==> src/rtl/hitchhike_top.sv <==
// hitchhike_top: backscatter tag that waits out an excitation preamble, then
// drives the RF switch with a frequency-shift square wave phase-flipped by tag data.
module hitchhike_top #(
  parameter int SHIFT_HALF      = 2,
  parameter int PREAMBLE_CYCLES = 19200,
  parameter int BIT_CYCLES      = 100,
  parameter int NUM_BITS        = 64
) (
  input  logic clock,
  input  logic reset,
  input  logic trigger_signal,
  input  logic insig,
  output logic clock_out,
  output logic output_signal,
  output logic signal_into_switch,
  output logic output_data_rate
);
  localparam int DIVW = $clog2(SHIFT_HALF + 1);
  localparam int DLYW = $clog2(PREAMBLE_CYCLES + 1);
  localparam int CYCW = $clog2(BIT_CYCLES + 1);
  localparam int BITW = $clog2(NUM_BITS + 1);
  localparam logic [DIVW-1:0] DIV_LAST = DIVW'(SHIFT_HALF - 1);
  localparam logic [DLYW-1:0] DLY_LAST = DLYW'(PREAMBLE_CYCLES - 1);
  localparam logic [CYCW-1:0] CYC_LAST = CYCW'(BIT_CYCLES - 1);
  localparam logic [CYCW-1:0] CYC_HALF = CYCW'(BIT_CYCLES / 2);
  localparam logic [BITW-1:0] BIT_LAST = BITW'(NUM_BITS - 1);

  typedef enum logic [1:0] {IDLE, WAIT, TX} state_t;

  state_t state, state_n;
  logic [1:0] trig_s, ins_s;
  logic trig_d;
  logic [DIVW-1:0] div_cnt;
  logic [DLYW-1:0] dly_cnt;
  logic [CYCW-1:0] cyc_cnt;
  logic [BITW-1:0] bit_cnt;
  logic trig_edge, div_wrap, dly_done, bit_end, last_bit, load;

  assign trig_edge = trig_s[1] & ~trig_d;
  assign div_wrap  = div_cnt == DIV_LAST;
  assign dly_done  = (state == WAIT) && (dly_cnt == DLY_LAST);
  assign bit_end   = (state == TX) && (cyc_cnt == CYC_LAST);
  assign last_bit  = bit_cnt == BIT_LAST;
  assign load      = dly_done || (bit_end && !last_bit);

  always_comb begin
    state_n = state;
    case (state)
      IDLE:    state_n = trig_edge ? WAIT : IDLE;
      WAIT:    state_n = dly_done ? TX : WAIT;
      TX:      state_n = (bit_end && last_bit) ? IDLE : TX;
      default: state_n = IDLE;
    endcase
  end

  always_ff @(posedge clock or negedge reset) begin
    if (!reset) begin
      state              <= IDLE;
      trig_s             <= '0;
      trig_d             <= 1'b0;
      ins_s              <= '0;
      div_cnt            <= '0;
      dly_cnt            <= '0;
      cyc_cnt            <= '0;
      bit_cnt            <= '0;
      clock_out          <= 1'b0;
      output_signal      <= 1'b0;
      signal_into_switch <= 1'b0;
      output_data_rate   <= 1'b0;
    end else begin
      trig_s             <= {trig_s[0], trigger_signal};
      trig_d             <= trig_s[1];
      ins_s              <= {ins_s[0], insig};
      div_cnt            <= div_wrap ? '0 : div_cnt + 1'b1;
      clock_out          <= clock_out ^ div_wrap;
      state              <= state_n;
      dly_cnt            <= (state == WAIT) ? dly_cnt + 1'b1 : '0;
      cyc_cnt            <= (state == TX && !bit_end) ? cyc_cnt + 1'b1 : '0;
      bit_cnt            <= (state == TX) ? bit_cnt + BITW'(bit_end) : '0;
      // Data bit is captured only at bit boundaries and dropped when TX ends.
      output_signal      <= load ? ins_s[1] : (state_n == TX) ? output_signal : 1'b0;
      signal_into_switch <= (state == TX) & (clock_out ^ output_signal);
      output_data_rate   <= (state == TX) & (cyc_cnt < CYC_HALF);
    end
  end
endmodule

==> config.mk <==
export PLATFORM = sky130hd
export DESIGN_NAME = hitchhike_top
export DESIGN_NICKNAME = d
export VERILOG_FILES = /design/src/rtl/hitchhike_top.sv
export SDC_FILE = /design/constraint.sdc
export NUM_CORES = 1
export LEC_CHECK = 0
export BUFFER_PORTS_ARGS = -buffer_cell sky130_fd_sc_hd__buf_2
export CORE_MARGIN = 2
export CORE_UTILIZATION = 55
export CTS_BUF_LIST = sky130_fd_sc_hd__clkbuf_4
export DETAILED_ROUTE_END_ITERATION = 8
export HOLD_SLACK_MARGIN = 0.06
export PLACE_DENSITY_LB_ADDON = 0.05
export RECOVER_POWER = 25
export SLEW_MARGIN = 10
export SYNTH_ARGS = -nofsm -noshare
export SYNTH_HDL_FRONTEND = slang
export SYNTH_SLANG_ARGS = --single-unit
export TNS_END_PERCENT = 20
==> constraint.sdc <==
create_clock -name clock -period 1.95 [get_ports clock]
set_input_delay 0.195 -clock clock [delete_from_list [all_inputs] [get_ports clock]]
set_output_delay 0.195 -clock clock [all_outputs]
set_load 0.005 [all_outputs]
==> flow_metrics.env <==
export IMPL_fin_area_sq_um=2170
export IMPL_core_sq_um=3100
export IMPL_crit_chain="nor4b_4 > and4_1 > ha_2 > ha_4 > nand3_2 > or3_4 > a21oi_2"
export IMPL_dp_slack_ns=-0.0460
export IMPL_min_path_cells=0
export IMPL_crit_arrival_ns=2.28
export IMPL_cp_buffers_inverters=0
export IMPL_synth_area_per_cell_sq_um=11.3
export IMPL_fin_nets=198
export IMPL_cts_tree="done"
export IMPL_grt_pass1_vias=1225
export IMPL_diodes=0
export IMPL_worst_setup_path_end_kind="register"
export IMPL_stdcell_count=235
export IMPL_required_ns=2.23
export IMPL_fmax_mhz=501
export IMPL_dp_cells=221
export IMPL_cts_max_level=2
export IMPL_status="finished, violations left"
export IMPL_timing_final_ws_setup_ns=-0.0479
export IMPL_power_frac_seq=0.592
export IMPL_grt_setup_unrepaired="true"
export IMPL_layout_common_cells="42 x dfrtp_1, 25 x nor2_1, 14 x xnor2_1"
export IMPL_dp_hpwl_mm=2.28
export IMPL_tns_ns=-0.0479
export IMPL_max_slew_worst_pin_slew_ns=1.08
export IMPL_timing_slew_headroom=0.283
export IMPL_reg2reg_slack_ns=-0.05
export IMPL_synth_top_family_by_area="simple AND/OR/NAND/NOR gates"
export IMPL_switchingPower_uw=493
export IMPL_total_power_mw=1.79
export IMPL_path_depth=7
export IMPL_fp_dieH_um=61.8
export IMPL_clkLatencyLatePin_ns=0.34
export IMPL_cts_sinks=42
export IMPL_hold_viol=0
export IMPL_grt_usage=0.197
export IMPL_irDropWorstVdd_mv=0.549
export IMPL_ant_nets=0
export IMPL_io_buffers=7
export IMPL_vias_per_cell=5.36
export IMPL_drt_iter0_drc=62
export IMPL_grt_max_degree=25
export IMPL_drive_gt1_frac=0.194
export IMPL_synth_area_mux_share=0
export IMPL_syn_to_final_growth_pct=18.1
export IMPL_finalCritPeriodShare=1.02
export IMPL_wl_per_cell_um=13.9
export IMPL_syn_inst=163
export IMPL_maxCapViolCount=0
export IMPL_path_class="register to register"
export IMPL_clock_skew_ns=0.00633
export IMPL_final_core_util=0.699
export IMPL_drc=0
export IMPL_ys_seq_area_frac=0.572
export IMPL_start_util=0.592
export IMPL_fp_dieW_um=61.8
export IMPL_violations="negative setup slack"
export IMPL_combPwrFrac=0.107
export IMPL_hold_ws_ns=0.365
export IMPL_min_period_ns=2.00
export IMPL_yosys_area_share_xor_xnor=0.105
export IMPL_io_pins=8
export IMPL_worstHoldPathType="register to register"
export IMPL_syn_nets=171
export IMPL_power_density_nw_per_um2=825
export IMPL_yosysWarnings=0
export IMPL_grt_pass1_wl_mm=5.42
export IMPL_first_pass_iters=4
export IMPL_gp_congestion=0.753
export IMPL_setup_violations=1
export IMPL_clk_pin_slew_worst_paths_ns=0.12
export IMPL_slew_viol_final=0
export IMPL_ys_ff_latch=42
export IMPL_root_buffer="clkbuf_4"
export IMPL_cpLargestDelayFamily="simple AND/OR/NAND/NOR gates"
export IMPL_dieArea_sq_um=3820
export IMPL_synth_compound_area_frac=0.0395
export IMPL_synth_fa_ha_area_frac=0.0272
export IMPL_rr_worst_depth=7
export IMPL_place_area_sq_um=2000
export IMPL_yosys_area_share_simple=0.240
export IMPL_overflow=0
export IMPL_synth_distinct_cells=30
export IMPL_wirelength_mm=3.26
export IMPL_cts_made_buffers=5
export IMPL_synthesis_area_sq_um=1840
export IMPL_cp_slowest_cell="dfrtp_1"
export IMPL_antenna_found_initial=0
export IMPL_cts_buffer_depth=2
export IMPL_crit_fanout=2
export IMPL_slowest_delay_ns=0.43
export IMPL_leakage_nw=0.964
export IMPL_rows=20
export IMPL_start_kind="register"
export IMPL_switching_share=0.275
export IMPL_power_frac_clock=0.301
export IMPL_num_vias=1259
export IMPL_mostFrequentLayoutCell="dfrtp_1"
export IMPL_p_int_mw=1.30
synth_stat cells:
cell type / instances / area, sq um
nand4bb_1: 2 / 22.5
o21ai_0: 4 / 20.0
nand2_1: 10 / 37.5
ha_1: 4 / 50.1
and3_1: 3 / 18.8
nor4_4: 1 / 21.3
nor2_1: 25 / 93.8
nor4_1: 4 / 25.0
xor2_1: 8 / 70.1
a22oi_1: 1 / 7.51
xnor2_1: 14 / 123
nor4b_1: 1 / 8.76
nor3_1: 2 / 10.0
or3_1: 4 / 25.0
nand3_1: 7 / 35.0
inv_1: 7 / 26.3
and4_1: 2 / 17.5
a21oi_1: 4 / 20.0
nor3_2: 1 / 10.0
dfrtp_1: 42 / 1050
nor2b_1: 2 / 12.5
nand4_4: 1 / 21.3
nand2b_1: 3 / 18.8
and2_1: 2 / 12.5
clkbuf_1: 1 / 3.75
a311oi_1: 1 / 8.76
nand3_4: 1 / 17.5
or3_2: 1 / 7.51
nand4_1: 4 / 25.0
o32ai_2: 1 / 16.3
power groups by stage:
stage | Clock (mW) | Combinational [mW] | Sequential (mW)
after floorplan | 0 | 0.140 | 1.05
after global placement | 0 | 0.179 | 1.06
after detailed placement | 0 | 0.192 | 1.07
after CTS | 0.553 | 0.197 | 1.05
after global routing | 0.593 | 0.219 | 1.06
final | 0.539 | 0.192 | 1.06
layout make-up:
class	count	area (sq um)
clock buffers	5	37.5
clock inverters	3	40.0
fillers	266	935
inverters	7	26.3
multi-input cells	113	800
flip-flops and latches	42	1050
well taps	44	55.1
repair buffers	21	159
metal layers:
| layer | track usage | routed length (um) | vias up | part of all wire |
|---|---|---|---|---|
| li1 | - | - | 614 | - |
| met1 | 0.254 | 1520 | 619 | 0.47 |
| met2 | 0.326 | 1610 | 21 | 0.49 |
| met3 | 0.0435 | 92 | 5 | 0.028 |
| met4 | 0.0729 | 46 | 0 | 0.014 |
| met5 | 0 | 0 | - | 0 |
path summary, 6_finish.rpt:
path,from,end
max,cyc_cnt[4],bit_cnt[6]
max in group asynchronous,reset,ins_s[0]
min reg2reg,ins_s[0],ins_s[1]
min,ins_s[0],ins_s[1]
max reg2reg,cyc_cnt[4],bit_cnt[6]
min in group asynchronous,reset,bit_cnt[2]
logic make-up (layout without fill, tap and decap cells):
| group | count (synthesis) | count (layout) |
|---|---|---|
| buf+inv | 8 | 36 |
| xor+xnor | 22 | 22 |
| compound gates | 11 | 11 |
| fa+ha+maj | 4 | 4 |
| flops | 42 | 42 |
| simple gates | 76 | 76 |
flip-flops by register name (all words and copies together) (netlist names), 2 cells and up:
name / flops
dly_cnt: 15
trig_s: 2
bit_cnt: 7
cyc_cnt: 7
div_cnt: 2
ins_s: 2
state: 2
repair_timing:
action,in CTS,in global routing
hold endpoints to repair,20,0
setup endpoints to repair,2,2
pin swaps,1,4
resized for setup,1,8
buffers inserted,0,3
hold buffers,3,0
No activity file was read; power rests on OpenSTA's default activity.
